### config.mk
export PLATFORM = sky130hd
export DESIGN_NAME = uart_tx_ctrl
export DESIGN_NICKNAME = d
export VERILOG_FILES = /design/src/rtl/uart_pkg.sv /design/src/rtl/uart_tx_ctrl.sv
export SDC_FILE = /design/constraint.sdc
export NUM_CORES = 1
export LEC_CHECK = 0
export BUFFER_PORTS_ARGS = -buffer_cell sky130_fd_sc_hd__buf_2
export CAP_MARGIN = 20
export CORE_MARGIN = 2
export CORE_UTILIZATION = 59
export DETAILED_ROUTE_END_ITERATION = 12
export HOLD_SLACK_MARGIN = 0.06
export PLACE_DENSITY = 0.82
export RECOVER_POWER = 50
export SETUP_SLACK_MARGIN = 0.5
export SLEW_MARGIN = 10
export SYNTH_ARGS = -nofsm -noshare
export SYNTH_HDL_FRONTEND = slang
export SYNTH_SLANG_ARGS = --single-unit
export TNS_END_PERCENT = 10
### constraint.sdc
create_clock -name clk -period 5.69 [get_ports clk]
set_clock_uncertainty 0.05 [all_clocks]
set_input_delay 1.138 -clock clk [delete_from_list [all_inputs] [get_ports clk]]
set_output_delay 1.138 -clock clk [all_outputs]
set_load 0.02 [all_outputs]
### src/rtl/uart_pkg.sv
// Shared UART definitions: transmit FSM states, oversampling ratio and frame-length helper.
package uart_pkg;

  localparam int OVERSAMPLE = 16;

  typedef enum logic [1:0] {
    IDLE  = 2'd0,
    START = 2'd1,
    DATA  = 2'd2,
    STOP  = 2'd3
  } tx_state_t;

  // Ticks from accept to tx_done for one frame.
  function automatic int frame_ticks(input int dbit, input int sb_tick);
    return OVERSAMPLE * (dbit + 1) + sb_tick;
  endfunction

endpackage

### src/rtl/uart_tx_ctrl.sv
// UART transmit controller: one frame per accepted word (start, DBIT data bits LSB-first, stop),
// paced by a shared oversampling tick.
module uart_tx_ctrl
  import uart_pkg::*;
#(
  parameter int DBIT    = 8,
  parameter int SB_TICK = 16
) (
  input  logic            clk,
  input  logic            rst,
  input  logic            s_tick,
  input  logic            tx_valid,
  input  logic [DBIT-1:0] tx_data,
  output logic            tx_ready,
  output logic            tx_busy,
  output logic            tx_done,
  output logic            tx
);

  localparam int S_MAX = (SB_TICK > OVERSAMPLE) ? SB_TICK : OVERSAMPLE;
  localparam int SW    = $clog2(S_MAX);
  localparam int NW    = $clog2(DBIT);

  localparam logic [SW-1:0] OS_LAST = SW'(OVERSAMPLE - 1);
  localparam logic [SW-1:0] SB_LAST = SW'(SB_TICK - 1);
  localparam logic [NW-1:0] N_LAST  = NW'(DBIT - 1);

  tx_state_t       state, state_nxt;
  logic [SW-1:0]   s_cnt, s_nxt;
  logic [NW-1:0]   n_cnt, n_nxt;
  logic [DBIT-1:0] shreg, sh_nxt;
  logic            tx_reg, tx_nxt;
  logic            done_reg, done_nxt;

  always_ff @(posedge clk or posedge rst) begin
    if (rst) begin
      state    <= IDLE;
      s_cnt    <= '0;
      n_cnt    <= '0;
      shreg    <= '0;
      tx_reg   <= 1'b1;
      done_reg <= 1'b0;
    end else begin
      state    <= state_nxt;
      s_cnt    <= s_nxt;
      n_cnt    <= n_nxt;
      shreg    <= sh_nxt;
      tx_reg   <= tx_nxt;
      done_reg <= done_nxt;
    end
  end

  always_comb begin
    state_nxt = state;
    s_nxt     = s_cnt;
    n_nxt     = n_cnt;
    sh_nxt    = shreg;
    tx_nxt    = tx_reg;
    done_nxt  = 1'b0;
    case (state)
      IDLE: begin
        // A tick coinciding with accept is deliberately not counted.
        if (tx_valid) begin
          sh_nxt    = tx_data;
          s_nxt     = '0;
          n_nxt     = '0;
          tx_nxt    = 1'b0;
          state_nxt = START;
        end
      end
      START: begin
        if (s_tick) begin
          if (s_cnt == OS_LAST) begin
            s_nxt     = '0;
            tx_nxt    = shreg[0];
            state_nxt = DATA;
          end else begin
            s_nxt = s_cnt + 1'b1;
          end
        end
      end
      DATA: begin
        if (s_tick) begin
          if (s_cnt == OS_LAST) begin
            s_nxt  = '0;
            sh_nxt = {1'b0, shreg[DBIT-1:1]};
            if (n_cnt == N_LAST) begin
              tx_nxt    = 1'b1;
              state_nxt = STOP;
            end else begin
              n_nxt  = n_cnt + 1'b1;
              tx_nxt = shreg[1];
            end
          end else begin
            s_nxt = s_cnt + 1'b1;
          end
        end
      end
      STOP: begin
        if (s_tick) begin
          if (s_cnt == SB_LAST) begin
            s_nxt     = '0;
            done_nxt  = 1'b1;
            state_nxt = IDLE;
          end else begin
            s_nxt = s_cnt + 1'b1;
          end
        end
      end
      default: state_nxt = IDLE;
    endcase
  end

  assign tx_ready = (state == IDLE);
  assign tx_busy  = ~tx_ready;
  assign tx_done  = done_reg;
  assign tx       = tx_reg;

endmodule

==> out/metrics.yaml <==
run_status:
  status: "complete, no violations"
logic_synthesis:
  synth_cell_types: 35
  synth_top_area_share_pct: 40.8
  synth-edff-count: 0
  syn_inst: 115
  ys_ff_latch: 19
  avgSynthCellArea_sq_um: 9.61
  synth_ff_type: "dfrtp_1"
  syn_area_sq_um: 1100
  synth_commonest_cells: "18 x dfrtp_1, 9 x ha_1, 9 x nand2_1"
  synthesis.nets: 136
  synth_seq_area_share_pct: 43.1
  synth_largest_area_cell: "dfrtp_1"
  synthTopCellsByArea: "dfrtp_1 41%, ha_1 10%, a2bb2oi_1 4.0%"
  synth-async-reset-ratio_pct: 100
  yosysMostFrequentCell: "dfrtp_1"
  yosys_warnings: 0
global_route:
  grt_pass1_vias: 801
  antenna_found_initial: 0
  grt_overflow: 0
  grt.total_usage_pct: 22.9
  grt_pass1_wl_um: 3580
  grt_max_degree: 21
cells_and_area:
  syn2layout_area_growth_pct: 10.4
  largest_register_ffs: 8
  drive_above_1_share_pct: 19.2
  layout.nets: 152
  biggestRegsByFlops: "shreg: 8 flops, s_cnt: 4 flops, n_cnt: 3 flops"
  antenna_cells: 0
  largest_register: "shreg"
  design_area_sq_um: 1220
route:
  routedWlPerCell_um: 13.9
  drt_iter0_markers: 13
  drt-pass1-iter-count: 4
  finalWirelength_um: 2150
  via_count: 881
  route.detailed.drc: 0
  ant_nets: 0
  via_per_inst: 5.68
timing:
  fin_ws_ns: 3.06
  slew_headroom_pct: 53.5
  tightestPinTransition_ns: 0.697
  tns_ns: 0
  finalMaxSlewViolations: 0
  finalSetupViolCount: 0
  period_minus_slack_ns: 2.63
  rsz0062_at_grt: "false"
  min_period_over_period_pct: 46.2
  hold_slack_ns: 0.441
  hold_violations: 0
  timing.fmax_mhz: 380
setup_path:
  criticalPathCategory: "reg -> out"
  rr_startpoint: "state[0]"
  rr_worst_depth: 6
  path_max_fanout: 10
  cp.required_ns: 4.50
  cp-end-kind: "output port"
  cp-endpoint: "tx_busy"
  r2r_setup_slack_ns: 3.23
  startpoint_type: "flop"
  r2r_end: "shreg[4]"
  cp.arrival_ns: 1.44
  worstSetupStartpoint: "state[0]"
placed_design:
  place_congestion: 0.831
  post-place-ws_ns: 2.95
  post_dp_cell_area_sq_um: 1190
  io_buffer_count: 15
  hpwlAfterDp_um: 1620
clock_tree:
  cts_made_buffers: 3
  worstSkewPairLatency_ns: 0.29
  cts_tree: "done"
  postCtsSetupBuffers: 0
  cts_buffer_depth: 2
  clk_pin_slew_worst_paths_ns: 0.11
  cts-resized-gates: 0
  clock-sinks: 19
  cts-root-buf: "clkbuf_4"
  h-tree-depth: 1
  hold_buffers: 0
die:
  dieWidth_um: 47.3
  die_area_sq_um: 2230
  die-height_um: 47.3
  core_sq_um: 1750
  initial_core_util_pct: 63.3
  io_pins: 16
  rows: 15
pwr:
  ir_drop_mv: 0.367
  leakage_nw: 0.590
  power_w: 0.000663
  cellPowerDensity_nw_per_um2: 544
run:
  drv_cap: 0
worst_hold_path:
  hp-class: "reg -> reg"
  hold_start: "n_cnt[0]"
  whs_path_depth: 1
==> worst max-delay path: stages (launching register included) <==
cell     delay [ns]
dfrtp_1        0.43
inv_1          0.13
ha_1           0.33
inv_1          0.09
buf_2          0.17
==> layout by cell type (no fill, tap or decap), types with 3 or more instances in the layout <==
| cell | netlist | layout |
|---|---|---|
| o22ai_1 | 6 | 6 |
| nor3_1 | 3 | 3 |
| inv_1 | 7 | 7 |
| nand2_1 | 9 | 9 |
| nor2_1 | 8 | 8 |
| nand3_1 | 7 | 7 |
| dfrtp_1 | 18 | 18 |
| o21ai_0 | 7 | 7 |
| clkbuf_4 | 0 | 3 |
| a2bb2oi_1 | 5 | 5 |
| ha_1 | 9 | 9 |
| buf_2 | 3 | 16 |
| a21oi_1 | 4 | 4 |
| mux2i_1 | 3 | 3 |
==> through the flow <==
stage,cells,utilization [%]
after global routing,155,69.9
final,155,69.9
after floorplan,115,-
after CTS,154,69.6
after detailed placement,150,68.1
after global placement,150,68.1
==> how the worst min path moves through the flow <==
stage / slack [ns] / end
after floorplan: 0.41 / n_cnt[0]
after global placement: 0.43 / n_cnt[0]
after detailed placement: 0.43 / n_cnt[0]
after CTS: 0.45 / n_cnt[0]
after global routing: 0.47 / n_cnt[0]
final: 0.44 / n_cnt[0]
==> kinds of logic (layout without fill, tap and decap cells) <==
kind of cell | Yosys count | count (layout) | share of synthesized area, %
adders and majority gates | 9 | 9 | 10.2
AOI/OAI and AO/OA | 32 | 32 | 20.0
muxes | 4 | 4 | 3.74
buffers and inverters | 12 | 27 | 4.42
and+or+nand+nor | 39 | 39 | 18.5
DFF | 19 | 19 | 43.1
==> routing by layer <==
metal | vias up | GRT usage, % | share of wire [%]
li1 | 444 | - | -
met1 | 416 | 32.5 | 49
met2 | 19 | 34.3 | 48
met3 | 2 | 4.62 | 2.9
met4 | 0 | 8.33 | 0.61
met5 | - | 0 | 0
==> where the power goes <==
group	total [W]	leakage [nW]	internal, W	switching (W)
registers	0.000241	0.232	0.000196	0.0000452
logic	0.000355	0.343	0.000152	0.000203
clock network	0.0000671	0.0150	0.0000272	0.0000399
total	0.000663	0.590	0.000375	0.000288
==> area by class of cell <==
cell class	instances	area, sq um
Fill cell	149	526
Clock buffer	4	26.3
Timing Repair Buffer	16	80.1
Sequential cell	19	477
Multi-Input combinational cell	84	579
Tap cell	25	31.3
Inverter	7	26.3
Power figures use the tool's default switching activity.
